===== config.mk =====
export PLATFORM = sky130hd
export DESIGN_NAME = stopwatch_ctrl
export DESIGN_NICKNAME = d
export VERILOG_FILES = /design/src/rtl/stopwatch_ctrl.sv
export SDC_FILE = /design/constraint.sdc
export NUM_CORES = 1
export LEC_CHECK = 0
export CORE_AREA = 10 10 89 107
export CTS_CLUSTER_DIAMETER = 120
export CTS_CLUSTER_SIZE = 24
export DETAILED_ROUTE_END_ITERATION = 7
export DIE_AREA = 0 0 99 117
export GPL_ROUTABILITY_DRIVEN = 0
export PLACE_DENSITY_LB_ADDON = 0.05
export SLEW_MARGIN = 20
export SYNTH_ARGS = -nofsm -noshare
export SYNTH_HDL_FRONTEND = slang
export SYNTH_SLANG_ARGS = --single-unit

===== constraint.sdc =====
create_clock -name CLK -period 4 [get_ports CLK]
set_input_delay 0.6 -clock CLK [delete_from_list [all_inputs] [get_ports CLK]]
set_output_delay 0.6 -clock CLK [all_outputs]
set_load 0.01 [all_outputs]

===== src/rtl/stopwatch_ctrl.sv =====
// stopwatch_ctrl: two-digit BCD stopwatch controller driven by two raw tact switches.
//
// Ports:
//   CLK      in   rising-edge system clock
//   RESET    in   asynchronous, active-low reset
//   START_SW in   raw switch, high = pressed; toggles run / pause
//   CLR_SW   in   raw switch, high = pressed; clears the count (lap toggle in RUN with lap build)
//   ONES     out  BCD units digit
//   TENS     out  BCD tens digit
//   STATE    out  0 = IDLE, 1 = RUN, 2 = PAUSE
//   RUNNING  out  high while STATE is RUN
//   CARRY    out  one-cycle pulse after the 99 -> 00 wrap
//
// Parameters: DEB_W (switch sample period 2^DEB_W cycles), TICK_DIV (cycles per count tick).
// Build option: define STOPWATCH_LAP_EN to enable the lap-hold display feature.

module stopwatch_ctrl #(
  parameter int unsigned DEB_W    = 19,
  parameter int unsigned TICK_DIV = 5000000
) (
  input  logic       CLK,
  input  logic       RESET,
  input  logic       START_SW,
  input  logic       CLR_SW,
  output logic [3:0] ONES,
  output logic [3:0] TENS,
  output logic [1:0] STATE,
  output logic       RUNNING,
  output logic       CARRY
);

  localparam int unsigned   PW      = (TICK_DIV > 1) ? $clog2(TICK_DIV) : 1;
  localparam logic [PW-1:0] PRE_MAX = PW'(TICK_DIV - 1);

  localparam logic [1:0] ST_IDLE  = 2'd0;
  localparam logic [1:0] ST_RUN   = 2'd1;
  localparam logic [1:0] ST_PAUSE = 2'd2;

  // ---------------------------------------------------------------------------
  // Switch sampling and press-edge detection
  // ---------------------------------------------------------------------------
  logic [DEB_W-1:0] samp_cnt_q;
  logic             samp_en;
  logic             start_s_q, start_d_q, clr_s_q, clr_d_q;
  logic             armed_q;
  logic             start_pulse, clr_pulse;

  assign samp_en = (samp_cnt_q == '0);

  always_ff @(posedge CLK or negedge RESET) begin
    if (!RESET) begin
      samp_cnt_q <= '0;
      start_s_q  <= 1'b0;
      start_d_q  <= 1'b0;
      clr_s_q    <= 1'b0;
      clr_d_q    <= 1'b0;
      armed_q    <= 1'b0;
    end else begin
      samp_cnt_q <= samp_cnt_q + DEB_W'(1);
      start_d_q  <= start_s_q;
      clr_d_q    <= clr_s_q;
      if (samp_en) begin
        start_s_q <= START_SW;
        clr_s_q   <= CLR_SW;
        armed_q   <= 1'b1;
        // First sample after reset loads both stages so a switch held through
        // reset release does not look like a fresh press.
        if (!armed_q) begin
          start_d_q <= START_SW;
          clr_d_q   <= CLR_SW;
        end
      end
    end
  end

  assign start_pulse = start_s_q & ~start_d_q;
  assign clr_pulse   = clr_s_q & ~clr_d_q;

  // ---------------------------------------------------------------------------
  // Controller FSM
  // ---------------------------------------------------------------------------
  logic [1:0] state_q, state_d;

  always_comb begin
    state_d = state_q;
    case (state_q)
      ST_IDLE:  if (start_pulse) state_d = ST_RUN;
      ST_RUN:   if (start_pulse) state_d = ST_PAUSE;
      ST_PAUSE: begin
        // Clear has priority over start while paused.
        if (clr_pulse)        state_d = ST_IDLE;
        else if (start_pulse) state_d = ST_RUN;
      end
      default:  state_d = ST_IDLE;
    endcase
  end

  always_ff @(posedge CLK or negedge RESET) begin
    if (!RESET) state_q <= ST_IDLE;
    else        state_q <= state_d;
  end

  // ---------------------------------------------------------------------------
  // Prescaler and BCD counter
  // ---------------------------------------------------------------------------
  logic [PW-1:0] pre_q, pre_d;
  logic [3:0]    ones_q, ones_d, tens_q, tens_d;
  logic          carry_q, carry_d;
  logic          tick;

  assign tick = (state_q == ST_RUN) && (pre_q == PRE_MAX);

  always_comb begin
    pre_d   = pre_q;
    ones_d  = ones_q;
    tens_d  = tens_q;
    carry_d = 1'b0;
    if (state_d == ST_IDLE) begin
      // Entering or sitting in IDLE clears everything on the same edge.
      pre_d  = '0;
      ones_d = 4'd0;
      tens_d = 4'd0;
    end else if (state_q == ST_RUN) begin
      if (tick) begin
        pre_d = '0;
        if (ones_q >= 4'd9) begin
          ones_d = 4'd0;
          if (tens_q >= 4'd9) begin
            tens_d  = 4'd0;
            carry_d = 1'b1;
          end else begin
            tens_d = tens_q + 4'd1;
          end
        end else begin
          ones_d = ones_q + 4'd1;
        end
      end else begin
        pre_d = pre_q + PW'(1);
      end
    end
  end

  always_ff @(posedge CLK or negedge RESET) begin
    if (!RESET) begin
      pre_q   <= '0;
      ones_q  <= 4'd0;
      tens_q  <= 4'd0;
      carry_q <= 1'b0;
    end else begin
      pre_q   <= pre_d;
      ones_q  <= ones_d;
      tens_q  <= tens_d;
      carry_q <= carry_d;
    end
  end

  // ---------------------------------------------------------------------------
  // Display selection
  // ---------------------------------------------------------------------------
`ifdef STOPWATCH_LAP_EN
  logic       lap_q;
  logic [3:0] lap_ones_q, lap_tens_q;

  always_ff @(posedge CLK or negedge RESET) begin
    if (!RESET) begin
      lap_q      <= 1'b0;
      lap_ones_q <= 4'd0;
      lap_tens_q <= 4'd0;
    end else if (state_d == ST_IDLE) begin
      lap_q <= 1'b0;
    end else if ((state_q == ST_RUN) && clr_pulse && !start_pulse) begin
      lap_q      <= ~lap_q;
      lap_ones_q <= ones_q;
      lap_tens_q <= tens_q;
    end
  end

  assign ONES = lap_q ? lap_ones_q : ones_q;
  assign TENS = lap_q ? lap_tens_q : tens_q;
`else
  assign ONES = ones_q;
  assign TENS = tens_q;
`endif

  assign STATE   = state_q;
  assign RUNNING = (state_q == ST_RUN);
  assign CARRY   = carry_q;

endmodule


### Word level (Yosys, flattened, before mapping)

Cells that the tools add are included.
W data, S select, Z words.

| operators by class | value |
|---|---|
| add/subtract/negate cells | 4 |
| multiply operators | 0 |
| div/mod/pow operators | 0 |
| magnitude comparators | 2 |
| equality and inequality tests | 3 |
| shift operators | 0 |
| muxes and demuxes | 25 |
| bitwise logic cells | 4 |
| reduce and logical (&&, ||, !) cells | 9 |

Operator list:

| operator | count |
|---|---|
| $mux W23 | 3 |
| $mux W4 | 9 |
| $add A23 B1 Y23 const B | 1 |
| $eq A23 B23 Y1 const B | 1 |
| $add A19 B1 Y19 const B | 1 |
| $logic_not A19 Y1 | 1 |
| $mux W1 | 9 |
| $add A4 B1 Y4 const B | 2 |
| $ge A4 B4 Y1 const B | 2 |
| $mux W2 | 3 |
| $pmux W2 S3 | 1 |
| $reduce_bool A2 Y1 | 3 |
| $logic_not A2 Y1 | 2 |
| $reduce_and A3 Y1 | 1 |
| $and A1 B1 Y1 | 2 |
| $eq A2 B1 Y1 const B | 1 |
| $eq A2 B2 Y1 const B | 1 |
| $not A1 Y1 | 2 |
| $reduce_and A2 Y1 | 1 |
| $logic_and A1 B1 Y1 | 1 |

| storage, ports and cells | value |
|---|---|
| register bits | 58 |
| bits in latches | 0 |
| bits in writable memories | 0 |
| bits in read-only memories | 0 |
| input bits | 4 |
| word-level logic and storage cells | 58 |
| memories kept | 0 |

### Longest topological paths before layout

| depth | value |
|---|---|
| depth after elaboration | 8 |
| depth in mapped cells | 8 |
| mapped depth without buffers | 7 |

### Worst setup path before layout

OpenSTA, ideal clock, no wires.

| timing | value |
|---|---|
| kind | register to register |
| start point | register state_q[1], in the netlist STATE[1] |
| end point | register ones_q[0], in the netlist ONES[0] |
| library setup time | 74 ps |
| arrival time | 2127 ps |
| data required time | 3926 ps |
| path slack | 1800 ps |
| stages on the path, launching flop included | 7 |
| buffers on the path | 1 |
| period minus slack after synthesis | 2200 ps |
| path through | dfrtp_1 nand2b_4 or3_4 or4_1 buf_2 or3_1 a21oi_2 |

| on the way | value |
|---|---|
| cells in the longest elaborated chain, start to end | 6 |

Ends and longest elaborated chain:

| element | line | source |
|---|---|---|
| from (decl) | 82 | `logic [1:0] state_q, state_d;` |
| from (signal assigned) | 100 | `else state_q <= state_d;` |
| $mux W2 | 87, 92 |  |
| $mux W2 | 91 | `if (clr_pulse) state_d = ST_IDLE;` |
| $pmux W2 S3 | 86 | `case (state_q)` |
| $logic_not A2 Y1 | 118 | `if (state_d == ST_IDLE) begin` |
| $reduce_bool A2 Y1 (no source line) | -- |  |
| $reduce_and A2 Y1 (no source line) | -- |  |
| to (signal assigned) | 151 | `ones_q <= ones_d;` |
| to (decl) | 107 | `logic [3:0] ones_q, ones_d, tens_q, tens_d;` |

Several ways; a longest one is shown, not always the timed one.
A chain may end at the register's enable or synchronous reset.

### Worst setup path in the final report

| timing | value |
|---|---|
| start point | register pre_q[0] |
| end point | register pre_q[2] |

| on the way | value |
|---|---|
| cells in the longest elaborated chain, start to end | 5 |

Ends and longest elaborated chain:

| element | line | source |
|---|---|---|
| from (decl) | 106 | `logic [PW-1:0] pre_q, pre_d;` |
| from (signal assigned) | 150 | `pre_q <= pre_d;` |
| parallel branches: the longest is 2 deep, another holds $add A23 B1 Y23 | -- |  |
| $mux W23 (*) | 124 | `if (tick) begin` |
| $mux W23 (*) | 123 | `end else if (state_q == ST_RUN) begin` |
| $mux W23 (*) | 118 |  |

Mark *: on every way between the ends. The select of a mux whose other input is x is not followed.

==> flow_summary.yaml <==
worst_setup_path:
  critical_path_class: "reg -> reg"
  cp_num_buf_inv: 0
  required_ns: 4.20
  ff2ff_path_depth: 6
  cp_max_fo: 19
  path_cells: "ha_1, nand2_1, or3_4, or4_1, nand2_2, nor2_1"
  end_kind: "register"
  crit_arrival_ns: 2.76
  cp_top_family: "simple AND/OR/NAND/NOR gates"
  critical_path.max_stage_delay_ns: 0.67
  startpoint_type: "register"
  slowest_stage: "or4_1"
  crit_cells: 6
clock_network:
  cts_resized: 0
  path_clk_slew_ns: 0.07
  cts_root_buf: "clkbuf_8"
  cts_setup_buffers: 0
  insertion_delay_ns: 0.34
  hold_buffers: 0
  numClockSinks: 58
  cts.path.max_buffers: 2
  htreeDepth: 3
  cts_tree: "done"
  cts_buffers: 9
synth:
  synth-edff-count: 0
  synth-seq-area-share: 0.498
  syn-instance-count: 291
  synth_top_area_frac: 0.498
  synth_largest_area_cell: "dfrtp_1"
  async_flop_share: 1.00
  synth_ff_type: "dfrtp_1"
  avgSynthCellArea_um2: 10.0
  ys_seq_elements: 58
  synth_warnings: 0
  synthTopCellsByArea: "dfrtp_1 50%, xor2_1 5.7%, xnor2_1 3.9%, ha_1 3.9%, nor2_1 3.6%"
  syn_nets: 304
  syn_area_um2: 2920
  yosysMostFrequentCell: "dfrtp_1"
  synth.cells.most_frequent: "58 x dfrtp_1, 28 x nor2_1, 26 x nand2_1, 19 x nand3_1, 19 x xor2_1"
  yosysUniqueCellTypes: 44
route:
  vias_per_cell: 5.34
  postRouteAntennaNets: 0
  wl_per_cell_um: 14.8
  drt_wl_total_um: 6050
  via_count: 2189
  drt_first_pass_iters: 4
  drt_iter0_drc: 70
  remaining_drc_errors: 0
global_routing:
  first_global_vias: 2186
  grt_pass1_wl_um: 10500
  antenna_found_initial: 0
  grt_max_degree: 35
  grt_overflow: 0
  globalRouteTotalUtil: 0.112
placement:
  hpwl_um: 4200
  io_buffer_count: 15
power:
  power_leakage_nw: 1.44
  p_total_mw: 1.43
  peakVddDrop_v: 0.000153
  power.density_nw_per_um2: 422
timing:
  slew_headroom: 0.468
  finalCritPeriodShare: 0.638
  rsz0062_at_grt: "false"
  finalMaxSlewViolations: 0
  clock_skew_ns: 0.00948
  timing.setup.tns_ns: 0
  finalCriticalPeriod_ns: 2.55
  hold_viol: 0
  fmax_mhz: 392
  tightest_slew_ns: 0.798
  setup_viol: 0
floorplanning:
  start_util: 0.389
  rows: 35
  die_height_um: 117
  dieArea_um2: 11600
  core_area_um2: 7490
  io_pins: 16
  die_x_um: 99
cells_and_area:
  num_antenna_cells: 0
  nNetsFinal: 326
  drive_gt1_frac: 0.113
  area_growth_pct: 16.2
  n_fill_cell: 726
min_path:
  hp-class: "in -> async"
outcome:
  status: "completed"
job:
  cap_viol_max_count: 0
worst reg2reg max path: stages (launching register included):
cell and delay (ns):
dfrtp_1 0.39, ha_1 0.43, nand2_1 0.09, or3_4 0.36, or4_1 0.67, nand2_2 0.39
nor2_1 0.10
sequential cells by signal, indices dropped and copies added, names as in the netlist, 2 cells and up:
signal	count
STATE	2
TENS	4
samp_cnt_q	19
ONES	4
pre_q	23
cells in the final DEF, fill, tap and decap left out, drive strengths merged, types with 7 or more instances in the layout:
cell and instances:
or3 8, nand4 13, dfrtp 58, nor3 8, clkdlybuf4s50 14, nand2 27
nor2 28, ha 9, o21ai 7, a21oi 12, clkbuf 9, xnor2 13
inv 12, nand3 20, xor2 19
area by class of cell:
class	count	area, um2	area share
multi-input combinational	214	1390	0.411
sequential	58	1450	0.428
inverter	12	45.0	0.0133
timing repair buffer	18	168	0.0495
clock inverter	7	93.8	0.0277
tap	92	115	0.0340
clock buffer	9	124	0.0366
path summary, 6_finish.rpt:
path / start / end / slack, ns
max in group asynchronous: RESET / pre_q[4]$_DFFE_PN0P_ / 2.81
hold reg to reg: samp_cnt_q[0]$_DFF_PN0_ / samp_cnt_q[0]$_DFF_PN0_ / 0.47
setup / recovery: pre_q[0]$_DFFE_PN0P_ / pre_q[2]$_DFFE_PN0P_ / 1.45
min in group CLK: samp_cnt_q[0]$_DFF_PN0_ / samp_cnt_q[0]$_DFF_PN0_ / 0.47
setup reg to reg: pre_q[0]$_DFFE_PN0P_ / pre_q[2]$_DFFE_PN0P_ / 1.45
hold / removal: RESET / pre_q[17]$_DFFE_PN0P_ / 0.34
through the flow:
stage	util	cell area, um2	hold WS (ns)	std cells	setup WS (ns)
after floorplan	-	2920	0.304	291	1.80
after global routing	0.452	3390	0.420	410	1.33
final	0.452	3390	0.345	410	1.45
after global placement	0.423	3170	0.449	394	1.53
after detailed placement	0.423	3170	0.455	394	1.46
after CTS	0.452	3390	0.374	410	1.45
power by group:
part / switching [mW] / internal [mW]
clock: 0.244 / 0.349
combinational: 0.140 / 0.0701
sequential: 0.0234 / 0.604
total: 0.408 / 1.02
per-layer routing:
metal,vias to the layer above,part of all wire,GRT usage
met5,-,0,0
li1,1068,-,-
met1,1061,0.44,0.129
met4,0,0.031,0.0699
met2,42,0.49,0.183
met3,18,0.035,0.0264
kinds of logic (layout without fill, tap and decap cells):
family                     count (synthesis)  after routing  synth area share
DFF                                       58             58             0.498
and+or+nand+nor                          137            137             0.253
muxes                                      6              6            0.0232
adders and majority gates                  9              9            0.0386
buffers and inverters                     19             46            0.0253
xor gates and xnor gates                  32             32            0.0961
AOI/OAI and AO/OA                         30             30            0.0661
Note: power is estimated with default switching activity, not from simulation.
